[config.mk]
export PLATFORM = sky130hd
export DESIGN_NAME = data_gen_stream
export DESIGN_NICKNAME = d
export VERILOG_FILES = /design/src/rtl/data_gen_stream.sv
export SDC_FILE = /design/constraint.sdc
export NUM_CORES = 1
export LEC_CHECK = 0
export CELL_PAD_IN_SITES_DETAIL_PLACEMENT = 0
export CELL_PAD_IN_SITES_GLOBAL_PLACEMENT = 1
export CORE_ASPECT_RATIO = 0.7
export CORE_MARGIN = 5
export CORE_UTILIZATION = 38
export DETAILED_ROUTE_END_ITERATION = 16
export GPL_TIMING_DRIVEN = 0
export PLACE_DENSITY = 0.75
export SLEW_MARGIN = 15
export SYNTH_ARGS = -nofsm -noshare
export SYNTH_HDL_FRONTEND = slang
export SYNTH_SLANG_ARGS = --single-unit
export TNS_END_PERCENT = 50
[constraint.sdc]
create_clock -name ap_clk -period 2.3 [get_ports ap_clk]
set_clock_uncertainty 0.2 [all_clocks]
set_input_delay 0.46 -clock ap_clk [delete_from_list [all_inputs] [get_ports ap_clk]]
set_output_delay 0.46 -clock ap_clk [all_outputs]
set_load 0.02 [all_outputs]
[src/rtl/data_gen_stream.sv]
// Deterministic 32-bit word source: ap_ctrl_hs start/done handshake, ap_hs (vld/ack) output.
// Emits NUM_WORDS words per run, either an incrementing sequence or a Galois LFSR sequence.
module data_gen_stream #(
  parameter int unsigned NUM_WORDS = 4096,
  parameter int unsigned MODE      = 0,
  parameter logic [31:0] SEED      = 32'h0000_0001,
  parameter logic [31:0] STEP      = 32'h0000_0001
) (
  input  logic        ap_clk,
  input  logic        reset_n,
  input  logic        ap_start,
  output logic        ap_done,
  output logic        ap_idle,
  output logic        ap_ready,
  output logic [31:0] Output_1_V_V,
  output logic        Output_1_V_V_ap_vld,
  input  logic        Output_1_V_V_ap_ack,
  output logic [1:0]  dbg_state_o
);

  // Output stream handshake: a word moves when Output_1_V_V_ap_vld and
  // Output_1_V_V_ap_ack are both high at a rising edge; while vld is high and
  // ack is low, data and vld hold; ack with vld low has no effect.

  localparam int unsigned       CW   = $clog2(NUM_WORDS + 1);
  localparam logic [CW-1:0]     LAST = CW'(NUM_WORDS - 1);
  localparam logic [31:0]       POLY = 32'h8020_0003;

  typedef enum logic [1:0] {
    IDLE = 2'd0,
    RUN  = 2'd1,
    DONE = 2'd2
  } state_e;

  state_e          state_q, state_d;
  logic [CW-1:0]   cnt_q, cnt_d;
  logic [31:0]     pat_q, pat_d;
  logic [31:0]     data_q, data_d;
  logic            vld_q, vld_d;
  logic            xfer;

  function automatic logic [31:0] next_word(input logic [31:0] w);
    if (MODE == 1) return (w >> 1) ^ ({32{w[0]}} & POLY);
    else           return w + STEP;
  endfunction

  assign xfer = vld_q & Output_1_V_V_ap_ack;

  // pat_q always holds the word that follows the one currently presented.
  always_comb begin
    state_d = state_q;
    cnt_d   = cnt_q;
    pat_d   = pat_q;
    data_d  = data_q;
    vld_d   = vld_q;
    case (state_q)
      IDLE: begin
        if (ap_start) begin
          state_d = RUN;
          data_d  = SEED;
          pat_d   = next_word(SEED);
          vld_d   = 1'b1;
          cnt_d   = '0;
        end
      end
      RUN: begin
        if (xfer) begin
          if (cnt_q == LAST) begin
            vld_d   = 1'b0;
            state_d = DONE;
            pat_d   = SEED;
          end else begin
            data_d = pat_q;
            pat_d  = next_word(pat_q);
            cnt_d  = cnt_q + CW'(1);
          end
        end
      end
      DONE: begin
        state_d = IDLE;
        cnt_d   = '0;
      end
      default: begin
        state_d = IDLE;
        vld_d   = 1'b0;
      end
    endcase
  end

  always_ff @(posedge ap_clk) begin
    if (!reset_n) begin
      state_q <= IDLE;
      cnt_q   <= '0;
      pat_q   <= SEED;
      data_q  <= '0;
      vld_q   <= 1'b0;
    end else begin
      state_q <= state_d;
      cnt_q   <= cnt_d;
      pat_q   <= pat_d;
      data_q  <= data_d;
      vld_q   <= vld_d;
    end
  end

  assign ap_idle             = (state_q == IDLE);
  assign ap_done             = (state_q == DONE);
  assign ap_ready            = (state_q == DONE);
  assign Output_1_V_V        = data_q;
  assign Output_1_V_V_ap_vld = vld_q;
  assign dbg_state_o         = state_q;

endmodule

==> results.toml <==
[outcome]
status = "complete, no violations"

[critical_path]
crit_path_end_kind = "primary output"
critPathLaunchType = "flip-flop"
slowest_delay_ps = 610
critical_path_arrival_ps = 1580
critPathKind = "flip-flop to primary output"
slowest_stage = "clkdlybuf4s50_1"
critPathMaxFanout = 10
r2r_slack_ps = 70
crit_chain = "clkbuf_4 -> nor2_1 -> clkdlybuf4s50_1"
critPathTopFamily = "buffers and inverters"
crit_buf_inv = 2
cp_data_required_time_ps = 1640

[run]
cap_violations = 0

[yosys]
ys.flop_type = "dfxtp_1"
synth-edff-count = 0
synth_area_leaders = "dfxtp_1 (47%), a22o_1 (7.2%), nor2_1 (4.6%)"
avgSynthCellArea_um2 = 9.322
yosysSeqAreaShare = 0.4720
synth.largest_area_cell = "dfxtp_1"
async_reset_ff_frac = 0
synth_nets = 370
synth.yosys.warnings = 0
syn_area_mm2 = 0.003393
synth_top_area_frac = 0.4720
synthCells = 364
synth.distinct_cells = 54
synth_seq_cells = 80

[final_layout]
post-route-cell-area_mm2 = 0.004512
drive_above_1_share = 0.1475
final_common_cell = "dfxtp_1"
antenna_cells = 0
nets = 435
area_growth_pct = 32.96
final_cell_mix = "dfxtp_1 (77), nor2_1 (42), clkdlybuf4s50_1 (36)"

[power]
ir_drop_mv = 0.3306
leakage_nw = 1.602
pwr_density_cell_mw_per_mm2 = 698.0
finalPower_mw = 3.149

[timing]
hold_violations = 0
min_period_over_period = 0.9747
timing.hold.ws_ps = 266.4
drv_slew = 0
worst_pin_slew_ps = 547.3
period_needed_ps = 2242
rsz0062_at_grt = "false"
fmax_mhz = 446.1
maxSlewHeadroom = 0.6351
finalSetupTns_ps = 0
final-setup-viol-count = 0

[grt]
overflow = 0
grt_pass1_vias = 2649
grt_usage = 0.1652
grt_pass1_wl_um = 14060
antenna_found_initial = 0
grt_max_degree = 13

[detailed_routing]
vias = 2956
drtAntennaViolNets = 0
finalWirelength_um = 8529
wl_per_cell_um = 15.40
route.detailed.drc = 0
drt_iter0_markers = 232
vias_per_cell = 5.336
drt-pass1-iter-count = 5

[floorplanning]
io-pin-count = 42
die_w_um = 122.9
row_count = 28
die_area_mm2 = 0.01095
fp.dieH_um = 89.06
start_util = 0.3953
core_area_mm2 = 0.008583

[clock_network]
numCtsBuffers = 9
clk_pin_slew_worst_paths_ps = 60
cts_tree = "built"
hold_buffers = 0
cts_root_buffer = "clkbuf_16"
htree_levels = 3
cts.sinks = 80
clockBufferDepth = 2
insertion_delay_ps = 330

[min_path]
hp-class = "flip-flop to flip-flop"

[place]
routabilityCongestion = 0.7764
post_dp_cell_area_mm2 = 0.003944
hpwlAfterDp_um = 5829
place.port_buffers = 40
==> flip-flops by register name, indices dropped and copies added, names as in the netlist <==
register             flops
dbg_state_o              2
cnt_q                   13
pat_q                   32
Output_1_V_V            32
Output_1_V_V_ap_vld      1
==> final timing paths <==
path / startpoint / endpoint / depth (start not counted)
hold / removal: Output_1_V_V[29] / Output_1_V_V[29] / 2
hold reg to reg: Output_1_V_V[29] / Output_1_V_V[29] / 2
setup / recovery: dbg_state_o[0] / ap_idle / 3
setup reg to reg: cnt_q[4] / Output_1_V_V[11] / 7
==> cell type report <==
| class | count | area, µm² |
|---|---|---|
| Clock buffer | 13 | 250.2 |
| Timing Repair Buffer | 55 | 540.5 |
| Sequential cell | 80 | 1608 |
| Inverter | 1 | 3.754 |
| Clock inverter | 3 | 65.06 |
| Buffer | 18 | 135.1 |
| Tap cell | 120 | 150.1 |
| Multi-Input combinational cell | 264 | 1759 |
| Fill cell | 783 | 4071 |
==> stage by stage <==
| stage | worst slack [ps] | utilization | instances |
|---|---|---|---|
| 2_1_floorplan | 70.58 | - | 364 |
| 3_3_place_gp | -617.3 | 0.4595 | 524 |
| 3_5_place_dp | -618.2 | 0.4595 | 524 |
| 4_1_cts | -16.05 | 0.5125 | 545 |
| 5_1_grt | 3.474 | 0.5257 | 554 |
| 6_report | 58.15 | 0.5257 | 554 |
==> metal layers <==
layer / track usage / wire [µm]
met5: 0 / 0
met4: 0.04268 / 65
met3: 0.04491 / 598
met2: 0.2370 / 3464
met1: 0.2441 / 4400
==> logic make-up after synthesis <==
group,Yosys count,share of synthesized area
DFF,80,0.4720
AOI/OAI and AO/OA,84,0.1847
xor gates and xnor gates,24,0.06195
buffers and inverters,20,0.03429
and+or+nand+nor,153,0.2367
muxes,1,0.002950
adders and majority gates,2,0.007373
==> where the power goes <==
group | switching [mW] | internal (mW)
combinational | 0.140 | 0.0847
sequential | 0.0137 | 1.40
clock | 0.535 | 0.979
==> worst reg2reg max path, stage by stage, from the launching register on <==
cell and delay, ps:
dfxtp_1 390, nand4_1 210, or4_4 640, o21ai_4 160, and2_1 150, buf_6 140
buf_8 140, a22o_1 150
==> synthesized netlist by cell type, types with 4 or more instances <==
master	n
dfxtp_1	80
a22o_1	28
nand2_1	35
o21ai_0	14
xnor2_1	6
buf_2	6
nand4_1	17
nor2b_1	4
clkbuf_1	9
a21oi_1	12
nor2_1	42
nor3_1	8
o211ai_1	7
nand3_1	17
xor2_1	18
or3_1	4
==> what timing repair did <==
action,CTS,global route
pin swaps,5,8
cloned,0,0
resized for setup,22,15
setup buffers,6,9
hold endpoints to repair,0,0
setup endpoints to repair,71,73
(Power assumes the default switching activity.)
